File: src/rtl/dmem_store_buffer_if.sv
// ---------------------------------------------------------------------------
// dmem_store_buffer_if
// Bundles the core-side data port and the dmem-side port of the store buffer.
//   cpu_we / cpu_re      : store / load strobes from the core
//   cpu_adr / cpu_wd     : byte address and store data from the core
//   cpu_rd               : load data returned to the core
//   fence_req / stall    : fence request in, pipeline stall out
//   mem_we/mem_adr/mem_wd: write port towards dmem
//   mem_rd               : combinational read data from dmem
// Modports:
//   slave  - the store buffer itself
//   master - the surrounding core + dmem environment
// ---------------------------------------------------------------------------
interface dmem_store_buffer_if #(
    parameter int AW = 32,
    parameter int DW = 32
);
    logic          cpu_we;
    logic          cpu_re;
    logic [AW-1:0] cpu_adr;
    logic [DW-1:0] cpu_wd;
    logic [DW-1:0] cpu_rd;
    logic          fence_req;
    logic          stall;
    logic          mem_we;
    logic [AW-1:0] mem_adr;
    logic [DW-1:0] mem_wd;
    logic [DW-1:0] mem_rd;

    modport slave (
        input  cpu_we, cpu_re, cpu_adr, cpu_wd, fence_req, mem_rd,
        output cpu_rd, stall, mem_we, mem_adr, mem_wd
    );

    modport master (
        output cpu_we, cpu_re, cpu_adr, cpu_wd, fence_req, mem_rd,
        input  cpu_rd, stall, mem_we, mem_adr, mem_wd
    );
endinterface

File: src/rtl/dmem_store_buffer.sv
// ---------------------------------------------------------------------------
// dmem_store_buffer
// Write-back store buffer between the core data port and a single-port dmem.
// Stores retire into a circular FIFO and drain to dmem whenever the core is
// not using the port for a load. A fence stalls the core until the FIFO is
// empty.
// Ports:
//   clk   - clock, rising edge
//   reset - asynchronous, active-low reset
//   bus   - dmem_store_buffer_if.slave (core side + dmem side)
// Configuration macro:
//   SB_FWD_EN - defined: loads are forwarded from the newest matching entry.
//               undefined: no forwarding; a load that hits a buffered store
//               stalls until the matching entries have drained.
// ---------------------------------------------------------------------------
module dmem_store_buffer #(
    parameter int DEPTH = 4,
    parameter int AW    = 32,
    parameter int DW    = 32
) (
    input logic                 clk,
    input logic                 reset,
    dmem_store_buffer_if.slave  bus
);
    localparam int PW = (DEPTH > 1) ? $clog2(DEPTH) : 1;
    localparam int CW = $clog2(DEPTH + 1);

    logic [AW-3:0] addr_q [DEPTH];
    logic [DW-1:0] data_q [DEPTH];
    logic [PW-1:0] hd_q, hd_d;
    logic [PW-1:0] tl_q, tl_d;
    logic [CW-1:0] cnt_q, cnt_d;

    logic          empty;
    logic          full;
    logic          hit;
    logic          stallInt;
    logic          drain;
    logic          push;
    logic [PW-1:0] idx;
`ifdef SB_FWD_EN
    logic [DW-1:0] fwdData;
`endif

    assign empty = (cnt_q == '0);
    assign full  = (cnt_q == CW'(DEPTH));

    // Walk valid entries oldest to newest so the last hit is the newest store.
    always_comb begin
        hit = 1'b0;
        idx = '0;
`ifdef SB_FWD_EN
        fwdData = '0;
`endif
        for (int k = 0; k < DEPTH; k++) begin
            idx = hd_q + PW'(k);
            if ((CW'(k) < cnt_q) && (addr_q[idx] == bus.cpu_adr[AW-1:2])) begin
                hit = 1'b1;
`ifdef SB_FWD_EN
                fwdData = data_q[idx];
`endif
            end
        end
    end

`ifdef SB_FWD_EN
    assign stallInt   = bus.fence_req && !empty;
    assign bus.cpu_rd = hit ? fwdData : bus.mem_rd;
`else
    // Without forwarding a load that hits the buffer must wait for dmem.
    assign stallInt   = !empty && (bus.fence_req || (bus.cpu_re && hit));
    assign bus.cpu_rd = bus.mem_rd;
`endif

    // The port belongs to the buffer unless an unstalled load needs it.
    assign drain = !empty && (!bus.cpu_re || stallInt);
    // A store at full always coincides with a drain, so it never overflows.
    assign push  = bus.cpu_we && !stallInt && (!full || drain);

    assign bus.stall   = stallInt;
    assign bus.mem_we  = drain;
    assign bus.mem_adr = drain ? {addr_q[hd_q], 2'b00} : bus.cpu_adr;
    assign bus.mem_wd  = drain ? data_q[hd_q] : '0;

    // Pointers wrap naturally modulo DEPTH; cnt distinguishes full from empty.
    always_comb begin
        hd_d  = drain ? hd_q + PW'(1) : hd_q;
        tl_d  = push  ? tl_q + PW'(1) : tl_q;
        cnt_d = cnt_q;
        if (push && !drain) begin
            cnt_d = cnt_q + CW'(1);
        end else if (!push && drain) begin
            cnt_d = cnt_q - CW'(1);
        end
    end

    always_ff @(posedge clk or negedge reset) begin
        if (!reset) begin
            hd_q  <= '0;
            tl_q  <= '0;
            cnt_q <= '0;
            for (int i = 0; i < DEPTH; i++) begin
                addr_q[i] <= '0;
                data_q[i] <= '0;
            end
        end else begin
            hd_q  <= hd_d;
            tl_q  <= tl_d;
            cnt_q <= cnt_d;
            if (push) begin
                addr_q[tl_q] <= bus.cpu_adr[AW-1:2];
                data_q[tl_q] <= bus.cpu_wd;
            end
        end
    end

`ifndef SYNTHESIS
    // A single-cycle core can never load and store in the same instruction.
    noLoadAndStore: assert property (@(posedge clk) disable iff (!reset)
        !(bus.cpu_we && bus.cpu_re));
`endif
endmodule
File: src/flat_wrapper.sv
// flat-port wrapper written by rule: the top's interface ports become plain ports
module dmem_store_buffer_flat 
#(
    parameter int DEPTH = 4,
    parameter int AW    = 32,
    parameter int DW    = 32
)
  (clk, reset, bus_cpu_we, bus_cpu_re, bus_cpu_adr, bus_cpu_wd, bus_fence_req, bus_mem_rd, bus_cpu_rd, bus_stall, bus_mem_we, bus_mem_adr, bus_mem_wd);
  dmem_store_buffer_if #(.AW(AW), .DW(DW)) bus_i ();
  input logic clk;
  input logic reset;
  input wire logic [$bits(bus_i.cpu_we)-1:0] bus_cpu_we;
  input wire logic [$bits(bus_i.cpu_re)-1:0] bus_cpu_re;
  input wire logic [$bits(bus_i.cpu_adr)-1:0] bus_cpu_adr;
  input wire logic [$bits(bus_i.cpu_wd)-1:0] bus_cpu_wd;
  input wire logic [$bits(bus_i.fence_req)-1:0] bus_fence_req;
  input wire logic [$bits(bus_i.mem_rd)-1:0] bus_mem_rd;
  output wire logic [$bits(bus_i.cpu_rd)-1:0] bus_cpu_rd;
  output wire logic [$bits(bus_i.stall)-1:0] bus_stall;
  output wire logic [$bits(bus_i.mem_we)-1:0] bus_mem_we;
  output wire logic [$bits(bus_i.mem_adr)-1:0] bus_mem_adr;
  output wire logic [$bits(bus_i.mem_wd)-1:0] bus_mem_wd;
  assign bus_i.cpu_we = bus_cpu_we;
  assign bus_i.cpu_re = bus_cpu_re;
  assign bus_i.cpu_adr = bus_cpu_adr;
  assign bus_i.cpu_wd = bus_cpu_wd;
  assign bus_i.fence_req = bus_fence_req;
  assign bus_i.mem_rd = bus_mem_rd;
  assign bus_cpu_rd = bus_i.cpu_rd;
  assign bus_stall = bus_i.stall;
  assign bus_mem_we = bus_i.mem_we;
  assign bus_mem_adr = bus_i.mem_adr;
  assign bus_mem_wd = bus_i.mem_wd;
  dmem_store_buffer #(.DEPTH(DEPTH), .AW(AW), .DW(DW)) u_core (.clk(clk), .reset(reset), .bus(bus_i));
endmodule
File: config.mk
export PLATFORM = sky130hd
export DESIGN_NAME = dmem_store_buffer_flat
export DESIGN_NICKNAME = d
export VERILOG_FILES = /design/src/rtl/dmem_store_buffer_if.sv /design/src/rtl/dmem_store_buffer.sv /design/src/flat_wrapper.sv
export SDC_FILE = /design/constraint.sdc
export NUM_CORES = 1
export LEC_CHECK = 0
export BUFFER_PORTS_ARGS = -buffer_cell sky130_fd_sc_hd__buf_2
export CORE_MARGIN = 10
export CORE_UTILIZATION = 24
export CTS_CLUSTER_SIZE = 28
export DETAILED_ROUTE_END_ITERATION = 7
export GPL_TIMING_DRIVEN = 0
export MAX_ROUTING_LAYER = met4
export PLACE_DENSITY_LB_ADDON = 0.12
export SLEW_MARGIN = 20
export SYNTH_ARGS = -nofsm -noshare
export SYNTH_HDL_FRONTEND = slang
export SYNTH_SLANG_ARGS = --single-unit
File: constraint.sdc
create_clock -name clk -period 4.8 [get_ports clk]
set_clock_uncertainty 0.1 [all_clocks]
set_input_delay 0.24 -clock clk [delete_from_list [all_inputs] [get_ports clk]]
set_output_delay 0.24 -clock clk [all_outputs]
set_load 0.02 [all_outputs]
==> Yosys cells after proc, flatten, opt, wreduce, memory -nomap -nowiden <==
Cells that the tools add are included.
{ "totals": {"out_inout_bits": 98, "inputBits": 101, "elab_cells": 89, "regBits": 255} }
{ "classes": {"n_lt_le_gt_ge": 10, "mux": 29, "reduce_logical": 23, "n_eq_ne": 5, "bitwise_logic": 5, "add_sub_neg": 6} }
{ "op_table": {"columns": ["cell", "n"], "rows": [
  ["30-bit two-way mux", 9],
  ["30-bit binary-select mux with 2-bit select", 4],
  ["32-bit two-way mux", 5],
  ["128-bit bitwise mux", 1],
  ["120-bit bitwise mux", 1],
  ["30-bit equality test", 4],
  ["32-bit binary-select mux with 2-bit select", 1],
  ["32-bit demux with 2-bit select", 1],
  ["30-bit demux with 2-bit select", 1],
  ["3-bit greater-or-equal comparator (second input constant)", 5],
  ["2-bit NOT with 3-bit output", 5],
  ["1-bit logical AND", 12],
  ["1-bit zero test", 6],
  ["1-bit by 3-bit < comparator with 1-bit output (first input constant)", 2],
  ["2-bit by 3-bit < comparator with 1-bit output (first input constant)", 2],
  ["3-bit two-way mux", 2],
  ["2-bit by 1-bit adder with 2-bit output (second input constant)", 2],
  ["2-bit adder (second input constant)", 2],
  ["1-bit two-way mux", 4],
  ["3-bit by 1-bit adder with 3-bit output (second input constant)", 1],
  ["3-bit equality test (second input constant)", 1],
  ["3-bit zero test", 1],
  ["1-bit logical OR", 3],
  ["3-bit by 1-bit < comparator with 1-bit output (second input constant)", 1],
  ["2 further kinds", 2]
]} }

==> Longest topological paths before layout <==
Gate-level depths: netlist (run 1).
{ "depth": {"word_depth": 21, "ltp_mapped": 18, "depth_no_buf": 13} }

==> Worst setup path before layout (run 1) <==
OpenSTA, ideal clock, no wires.
{ "synth_timing": {"path_kind": "reg2reg", "from": "register u_core.hd_q[1]", "to": "register u_core.cnt_q[2]", "arrival_ns": 3.413, "setup_time_ns": 0.133, "period_less_slack_ns": 3.646, "path_slack_ns": 1.154, "t_required_ns": 4.567, "stages_incl_launch_ff": 18, "path_cell_list": "dfrtp_1 -> buf_4 -> buf_6 -> buf_2 -> buf_2 -> mux2_1 -> a222oi_1 -> nand2_1 -> a2111oi_0 -> nand3_1 -> o22ai_2 -> nor2_2 -> clkbuf_1 -> a21o_1 -> ha_1 -> mux2i_1 -> nor2_1 -> xor2_1"} }
{ "synth_between": {"elab_chain_len": 20, "word_cells_on_any_way": 46, "classes_between": "add/sub: 3; eq/ne: 4; mux: 17; bitwise: 4; reduce/logical: 18"} }
{ "synth_lines": {"columns": ["item", "line_no", "rtl"], "rows": [
  ["start: declaration", "dmem_store_buffer.sv:30", "logic [PW-1:0] hd_q, hd_d;"],
  ["start signal: assignment", "dmem_store_buffer.sv:99", "hd_q <= '0;"],
  ["start signal: assignment", "dmem_store_buffer.sv:107", "hd_q <= hd_d;"],
  ["2-bit by 1-bit adder with 2-bit output or 2-bit NOT with 3-bit output (tied branches)", "dmem_store_buffer.sv:56, dmem_store_buffer.sv:57", null],
  ["2-bit NOT with 3-bit output (implied by the code) or 30-bit binary-select mux with 2-bit select (tied branches)", "dmem_store_buffer.sv:57", "if ((CW'(k) < cnt_q) && (addr_q[idx] == bus.cpu_adr[AW-1:2])) begin"],
  ["30-bit binary-select mux with 2-bit select or 30-bit two-way mux (tied branches)", "dmem_store_buffer.sv:57", null],
  ["30-bit two-way mux (implied by the code)", "dmem_store_buffer.sv:57", null],
  ["30-bit two-way mux (implied by the code) or 30-bit equality test (tied branches)", "dmem_store_buffer.sv:57", null],
  ["30-bit equality test or 1-bit logical AND (tied branches)", "dmem_store_buffer.sv:57", null],
  ["1-bit logical AND or 1-bit two-way mux (tied branches)", "dmem_store_buffer.sv:57", null],
  ["1-bit two-way mux (2 in a row)", "dmem_store_buffer.sv:57", null],
  ["(+4 left out)", null, null],
  ["1-bit logical OR", "dmem_store_buffer.sv:76", "assign drain = !empty && (!bus.cpu_re || stallInt);"],
  ["1-bit logical AND", "dmem_store_buffer.sv:76", null],
  ["1-bit logical OR", "dmem_store_buffer.sv:78", "assign push = bus.cpu_we && !stallInt && (!full || drain);"],
  ["1-bit logical AND (*)", "dmem_store_buffer.sv:78", null],
  ["named net u_core.push", "dmem_store_buffer.sv:39", "logic push;"],
  ["1-bit zero test", "dmem_store_buffer.sv:92", "end else if (!push && drain) begin"],
  ["1-bit logical AND", "dmem_store_buffer.sv:92", null],
  ["2-bit nonzero test (no line)", null, null],
  ["end signal: assignment", "dmem_store_buffer.sv:109", "cnt_q <= cnt_d;"],
  ["end: declaration", "dmem_store_buffer.sv:32", "logic [CW-1:0] cnt_q, cnt_d;"]
]} }
Mark *: on every way through the listed nets, which the timed path passes. The rest lies on a longest branch. The select of a mux whose other input is x is not followed.
A chain may end at the register's enable or synchronous reset.

==> Final worst setup path (run 1) <==
{ "layout_timing": {"from": "register u_core.hd_q[0]", "to": "output bus_mem_adr[30]"} }
{ "layout_between": {"elab_chain_len": 16, "word_cells_on_any_way": 37, "classes_between": "add/sub: 3; eq/ne: 4; mux: 17; bitwise: 4; reduce/logical: 9"} }
{ "layout_lines": {"columns": ["item", "line_no", "rtl"], "rows": [
  ["2-bit by 1-bit adder with 2-bit output or 2-bit NOT with 3-bit output (tied branches)", "dmem_store_buffer.sv:56, dmem_store_buffer.sv:57, dmem_store_buffer.sv:82", null],
  ["2-bit NOT with 3-bit output (implied by the code) or 30-bit binary-select mux with 2-bit select (tied branches)", "dmem_store_buffer.sv:57, dmem_store_buffer.sv:82", null],
  ["30-bit binary-select mux with 2-bit select or 30-bit two-way mux (tied branches)", "dmem_store_buffer.sv:57, dmem_store_buffer.sv:82", null],
  ["30-bit two-way mux, on equally long branches", "dmem_store_buffer.sv:57, dmem_store_buffer.sv:82", null],
  ["30-bit two-way mux (implied by the code) or 30-bit equality test (tied branches)", "dmem_store_buffer.sv:57", null],
  ["30-bit equality test or 1-bit logical AND (tied branches)", "dmem_store_buffer.sv:57", null],
  ["1-bit logical AND or 1-bit two-way mux (tied branches)", "dmem_store_buffer.sv:57", null],
  ["1-bit two-way mux (3 in a row)", "dmem_store_buffer.sv:57", null],
  ["1-bit logical AND", "dmem_store_buffer.sv:71", "assign stallInt = !empty && (bus.fence_req || (bus.cpu_re && hit));"],
  ["1-bit logical OR", "dmem_store_buffer.sv:71", null],
  ["1-bit logical AND", "dmem_store_buffer.sv:71", null],
  ["1-bit logical OR", "dmem_store_buffer.sv:76", null],
  ["1-bit logical AND", "dmem_store_buffer.sv:76", null],
  ["32-bit two-way mux (*)", "dmem_store_buffer.sv:82", "assign bus.mem_adr = drain ? {addr_q[hd_q], 2'b00} : bus.cpu_adr;"],
  ["end: declaration", "flat_wrapper.sv:21", "output wire logic [$bits(bus_i.mem_adr)-1:0] bus_mem_adr;"]
]} }
Every way passes the cells marked *; elsewhere a longest branch is shown, timed or not. The select of a mux whose other input is x is not followed.

==> reports/qor.yml, run 1 <==
rrSetupSlack_ps: 310
synth_area_um2: 28200
cp-start-kind: "register"
die_area_um2: 132000
clk_pin_slew_ps: 50
status: "finished, violations left"
crit_type: "register to output port"
cts_inserted_buffers: 42
maxCapViolCount: 0
end_kind: "output port"
arrival_ps: 4500
power-per-cell-area_nw_per_um2: 637
dp_worst_setup_slack_ps: -1730
tightest_slew_ps: 1250
clock_path_buffers: 3
antenna_found_initial: 13
min_path_type: "input pin to register"
nets: 3414
pwr-share-clk_pct: 14.6
clkLatencyLatePin_ps: 670
cts-root-buf: "clkbuf_16"
drc: 0
core_area_um2: 117000
grt-ovfl-total: 0
synth_area_per_cell_um2: 9.22
syn_inst: 3065
drtAntennaViolNets: 0
synth_flop_cell: "dfrtp_1"
final_common_cell: "and3_1"
required_ps: 4460
setup_tns_ps: -272
hold_viol: 0
pin_count: 199
combPwrFrac_pct: 65.2
die_h_um: 363
first_pass_iters: 6
routed_wl_um: 156000
p_int_w: 0.0100
wire_per_inst_um: 32.2
vias_per_cell: 5.72
switching_power_w: 0.0114
worstReg2RegStart: "u_core.hd_q[1]$_DFFE_PN0P_"
drive_above_1_share_pct: 30.2
vias: 27802
reg2reg_depth: 17
critical_path.startpoint: "u_core.hd_q[0]$_DFFE_PN0P_"
worst_slack_ps: -43.6
fmax_mhz: 206
p_total_w: 0.0214
vdd_drop_max_mv: 0.259
cts_sinks: 255
cts_tree: "done"
hold_path_startpoint: "bus_cpu_wd[30]"
hold_depth: 4
p_leak_nw: 13.3
synth_nets: 3175
rows: 125
switching_share_pct: 53.2
dr.first_iter.drc_count: 2833
grt_pass1_vias: 27541
track_usage_pct: 23.6
start_util_pct: 24.2
maxSlewHeadroom_pct: 16.5
h-tree-depth: 2
final_cell_mix: "and3_1 (500), clkbuf_1 (284), nor2b_1 (279), nand2_1 (275), dfrtp_1 (255)"
yosysSeqAreaShare_pct: 22.6
fin_cells: 4863
grt_pass1_wl_um: 220000
gp_congestion: 1.02
syn2layout_area_growth_pct: 19.1
place_hpwl_um: 117000
critPathMaxFanout: 11
finalSetupViolations: 13
p_seq_share_pct: 20.2
place_inst: 4738
ys_warn_count: 0
slew_violations: 0
grt_max_degree: 80
portBuffers: 146
fin_crit_sh_pct: 101
ys_ff_latch: 255
min_period_ps: 4840
synth_cell_types: 70
fin_util_pct: 28.9
asyncSetResetFlopFracSynth_pct: 100
violations: "setup timing"
synth_edf_count: 0
die_x_um: 363
## layer usage
metal  GRT usage, %  wire (um)  vias up  share of wire (%)
met5              -          0        -                  0
met4           7.66       5690        0                3.6
met3           4.17      11100      220                7.1
met2           35.5      69500     1220                 44
met1           31.6      70100    14263                 45
li1               -          -    12099                  -
## registers in the layout (all words and copies together), names as in the netlist
register / flops
u_core.data_q: 128
u_core.addr_q: 120
u_core.cnt_q: 3
u_core.hd_q: 2
u_core.tl_q: 2
## critical path, cell delays in order, from the launching register on
cell and delay (ps):
dfrtp_1 360, buf_12 160, buf_12 120, buf_16 170, bufbuf_16 310, mux4_2 550, xnor2_1 440, and3_1 230
nand4_1 240, o22ai_4 280, o31ai_4 110, buf_6 160, buf_8 160, mux2_2 350, buf_2 190
## cell families (layout without fill, tap and decap cells)
kind of cell / Yosys count / count (layout) / share of synthesized area, %
other cells: 0 / 8 / 0
fa+ha+maj: 9 / 9 / 0.399
mux: 233 / 233 / 12.3
flops: 255 / 255 / 22.6
simple gates: 1409 / 1409 / 31.5
xor+xnor: 108 / 108 / 3.40
compound gates: 603 / 603 / 20.8
buf+inv: 448 / 714 / 9.04
## cell type report
type,instances,area (um2)
clock buffers,66,1240
clock inverters,5,90.1
diodes,8,20.0
multi-input cells,2362,19800
well taps,1524,1910
inverters,14,52.6
repair buffers,196,1310
fillers,12380,82900
plain buffers,433,2830
flip-flops and latches,255,6380
## power by group through the flow
stage	Sequential (W)	Combinational, W	Clock, W
floorplan	0.00366	0.00844	0
global placement	0.00426	0.0129	0
detailed placement	0.00426	0.0129	0
CTS	0.00426	0.0136	0.00322
global route	0.00444	0.0147	0.00330
finish	0.00434	0.0140	0.00313
## per-stage QoR
| stage | hold slack (ps) | area, um2 |
|---|---|---|
| after floorplan | -156 | 28200 |
| after global placement | 449 | 30900 |
| after detailed placement | 25.4 | 31000 |
| after CTS | 1.32 | 33400 |
| after global routing | 45.7 | 33600 |
| final | 51.2 | 33600 |
## cells in the mapped netlist (6+ instances only)
| cell | instances | area (um2) |
|---|---|---|
| and3_1 | 500 | 3130 |
| nor2b_1 | 282 | 1760 |
| clkbuf_1 | 281 | 1050 |
| nand2_1 | 275 | 1030 |
| dfrtp_1 | 255 | 6380 |
| a311oi_1 | 250 | 2190 |
| nand3_2 | 220 | 2200 |
| o211ai_2 | 208 | 2600 |
| mux2i_1 | 111 | 1110 |
| xnor2_1 | 91 | 797 |
| mux4_2 | 87 | 1960 |
| buf_4 | 47 | 353 |
| o211ai_1 | 42 | 315 |
| buf_2 | 40 | 200 |
| nand3_1 | 40 | 200 |
| buf_6 | 36 | 405 |
| mux2_2 | 34 | 383 |
| nand4_1 | 25 | 156 |
| buf_12 | 23 | 460 |
| nor2_1 | 21 | 78.8 |
| a21oi_1 | 16 | 80.1 |
| xor2_1 | 15 | 131 |
| inv_1 | 13 | 48.8 |
| o21ai_0 | 12 | 60.1 |
| ha_1 | 9 | 113 |
| nor3_1 | 8 | 40.0 |
| o22ai_1 | 8 | 50.1 |
| a22oi_1 | 7 | 52.6 |
| buf_1 | 7 | 26.3 |
| a211oi_1 | 6 | 45.0 |
| a2bb2oi_1 | 6 | 52.6 |
## path summary, 6_finish.rpt
check,to
max in group asynchronous,u_core.data_q[16]$_DFFE_PN0P_
min in group asynchronous,u_core.addr_q[66]$_DFFE_PN0P_
min,u_core.data_q[30]$_DFFE_PN0P_
max,bus_mem_adr[30]
max reg2reg,u_core.cnt_q[2]$_DFFE_PN0P_
min reg2reg,u_core.data_q[19]$_DFFE_PN0P_
## timing repair
item / 4_1_cts / 5_1_grt
gates cloned: 1 / 0
hold buffers: 33 / 0
endpoints found under the hold margin: 275 / 0
buffers inserted: 9 / 4
setup endpoints to repair: 70 / 54
pin swaps: 9 / 11
resized for setup: 140 / 41
Note: power is estimated with default switching activity, not from simulation.
==> inputs of run 2 (changes only) <==
--- a/config.mk
+++ b/config.mk
@@ -6,6 +6,7 @@
 export NUM_CORES = 1
 export LEC_CHECK = 0
 export BUFFER_PORTS_ARGS = -buffer_cell sky130_fd_sc_hd__buf_2
+export CAP_MARGIN = 25
 export CORE_MARGIN = 10
 export CORE_UTILIZATION = 24
 export CTS_CLUSTER_SIZE = 28
==> constraint.sdc (replaced) <==
create_clock -name clk -period 5.2 [get_ports clk]
set_clock_uncertainty 0.1 [all_clocks]
set_input_delay 0.26 -clock clk [delete_from_list [all_inputs] [get_ports clk]]
set_output_delay 0.26 -clock clk [all_outputs]
set_load 0.02 [all_outputs]
==> run 2 against run 1 <==
  * The flow now finishes without violations
  * Setup slack improved by 45 ps
  * Final area decreased by 1.6%
  * Global-route usage about the same
  * Power decreased by 9.0%
  * Worst hold slack got worse by 17 ps
  * Critical path depth increased by 1
  * Register-to-register slack got worse by 60 ps
  * Largest cell class unchanged
==> reports/qor.yml, run 2 (synthesis results as in run 1) <==
vias_per_cell: 5.73  # +0.21%
switching_share_pct: 53.3  # +0.082 points
grt.met1_usage_pct: 31.5  # -0.11 points
dr.first_iter.drc_count: 2877  # +1.6%
drc: 0  # unchanged
cp-start-kind: "register"
switching_power_w: 0.0104  # -8.9%
hold_ws_ps: 33.9  # -17.4 ps
critPathMaxStageDelay_ps: 460  # -90 ps
grt_max_degree: 80  # unchanged
p_total_w: 0.0195  # -9.0%
power-per-cell-area_nw_per_um2: 589  # -7.6%
reg_top3: "u_core.data_q (128), u_core.addr_q (120), u_core.cnt_q (3)"
slowest_stage: "mux2_2"
p_leak_nw: 13.1  # -1.1%
maxSlewHeadroom_pct: 27.9  # +11 points
end_kind: "output port"
tightest_slew_ps: 1080  # -172 ps
maxCapViolCount: 0  # unchanged
start_util_pct: 24.2  # unchanged
grt_pass1_vias: 27635  # +0.34%
hold_viol: 0  # unchanged
rrSetupSlack_ps: 250  # -60 ps
final_common_cell: "and3_1"
place_hpwl_um: 117000  # +0.47%
cts-root-buf: "clkbuf_16"
die_x_um: 363  # unchanged
rows: 125  # unchanged
fin_cells: 4853  # -0.21%
rsz0062_at_grt: "false"
combPwrFrac_pct: 63.7  # -1.5 points
clk_pin_slew_ps: 70  # +20 ps
cts_inserted_buffers: 40  # -4.8%
fin_area_um2: 33100  # -1.6%
final_cell_mix: "and3_1 (500), nor2b_1 (280), clkbuf_1 (278), nand2_1 (275), dfrtp_1 (255)"
gp_congestion: 1.02  # unchanged
clkLatencyLatePin_ps: 670  # about the same
min_period_ps: 5200
fmax_mhz: 192
p_int_w: 0.00912  # -9.2%
portBuffers: 146  # unchanged
grt_pass1_wl_um: 220000  # about the same
setup_tns_ps: 0  # +272 ps
finalSetupViolations: 0  # -13
place_inst: 4744  # +0.13%
vdd_drop_max_mv: 0.212  # -18%
p_seq_share_pct: 20.3  # about the same
status: "finished clean"
cts_sinks: 255  # unchanged
wire_per_inst_um: 32.2  # about the same
met3_usage_pct: 3.98  # -0.19 points
cts_tree: "done"
pwr-share-clk_pct: 16.0  # +1.4 points
cp_top_family: "buffers and inverters"
critPathMaxFanout: 10  # -1
die_area_um2: 132000  # unchanged
nets: 3402  # -0.35%
path_cells: "buf_4 -> buf_6 -> buf_12 -> buf_8 -> buf_6 -> mux2i_1 -> nand2_1 -> o2111ai_1 -> o21ai_1 -> nand4_1 -> o22ai_4 -> o31ai_4 -> buf_2 -> mux2_2 -> buf_2"
slew_violations: 0  # unchanged
largest_register: "u_core.data_q"
drtAntennaViolNets: 0  # unchanged
core_area_um2: 117000  # unchanged
track_usage_pct: 23.6  # about the same
clock_path_buffers: 3  # unchanged
grtUsageMet2_pct: 35.2  # -0.35 points
grt.busiest_layer: "met2"
grt-ovfl-total: 0  # unchanged
nFillCells: 12352  # -0.23%
h-tree-depth: 2  # unchanged
routed_wl_um: 156000  # -0.16%
required_ps: 4840  # +380 ps
min_path_type: "input pin to register"
vias: 27804  # +0.0072%
drive_above_1_share_pct: 28.9  # -1.3 points
die_h_um: 363  # unchanged
fin_crit_sh_pct: 100
first_pass_iters: 8  # +2
crit_type: "register to output port"
cp_num_buf_inv: 7  # unchanged
largest_register_ffs: 128  # unchanged
pin_count: 199  # unchanged
arrival_ps: 4840  # +340 ps
antenna_found_initial: 11  # -2
syn2layout_area_growth_pct: 17.3
postPlaceCellArea_um2: 31100  # +0.25%
run 2: cell count changes in the layout (fill, tap and decap cells not counted), moves of 6 or more:
| cell | change |
|---|---|
| buf_12 | -10 |
| buf_2 | +7 |
| buf_4 | -9 |
| buf_6 | +8 |
| clkbuf_1 | -6 |
| mux2i_1 | +22 |
| mux2i_2 | -13 |
| mux2i_4 | -9 |
| xnor2_1 | +14 |
| xnor2_2 | -14 |
run 2: layer usage:
metal  vias up  wire length, um  share of wire (%)
met3       241            10700                6.9
met2      1139            69100                 44
met5         -                0                  0
met4         0             6630                4.2
met1     14367            69700                 45
li1      12057                -                  -
run 2: final cells by class:
class                   count  area [um2]  area share, %
plain buffers             434        2630           7.95
inverters                  14        52.6          0.159
clock buffers              58        1180           3.56
multi-input cells        2362       19500           58.9
repair buffers            185        1200           3.62
well taps                1524        1910           5.76
clock inverters            14         260          0.786
diodes                      7        17.5         0.0529
flip-flops and latches    255        6380           19.3
run 2: path summary, 6_finish.rpt:
kind | start | to | depth (start not counted)
max | u_core.hd_q[1]$_DFFE_PN0P_ | bus_mem_adr[29] | 15
min | bus_cpu_wd[3] | u_core.data_q[35]$_DFFE_PN0P_ | 4
max reg2reg | u_core.hd_q[0]$_DFFE_PN0P_ | u_core.cnt_q[2]$_DFFE_PN0P_ | 18
min reg2reg | u_core.data_q[21]$_DFFE_PN0P_ | u_core.data_q[21]$_DFFE_PN0P_ | 2
max in group asynchronous | reset | u_core.data_q[107]$_DFFE_PN0P_ | 5
min in group asynchronous | reset | u_core.addr_q[13]$_DFFE_PN0P_ | 3
run 2: stage by stage:
step                      setup WS [ps]  util [%]
final                              1.33      28.4
after CTS                          15.7      28.3
after detailed placement           -826      26.7
after global routing              0.833      28.4
after floorplan                    1550         -
after global placement            -2410      26.5
run 2: power groups by stage:
stage | sequential [W] | combinational [W] | clock, W
after floorplan | 0.00338 | 0.00779 | 0
after global placement | 0.00394 | 0.0119 | 0
after detailed placement | 0.00393 | 0.0120 | 0
after CTS | 0.00391 | 0.0122 | 0.00319
after global routing | 0.00407 | 0.0131 | 0.00326
final | 0.00397 | 0.0124 | 0.00311
run 2: timing repair:
| action | 4_1_cts | 5_1_grt |
|---|---|---|
| pin swaps | 1 | 2 |
| endpoints found under the hold margin | 249 | 0 |
| hold buffers | 27 | 0 |
| resized for setup | 52 | 20 |
| setup buffers | 2 | 0 |
| endpoints found under the setup margin | 69 | 55 |
run 2: worst min-delay path, stage by stage:
cell      delay, ps
buf_2           220
and3_1          190
a311oi_1         50
o211ai_2         50
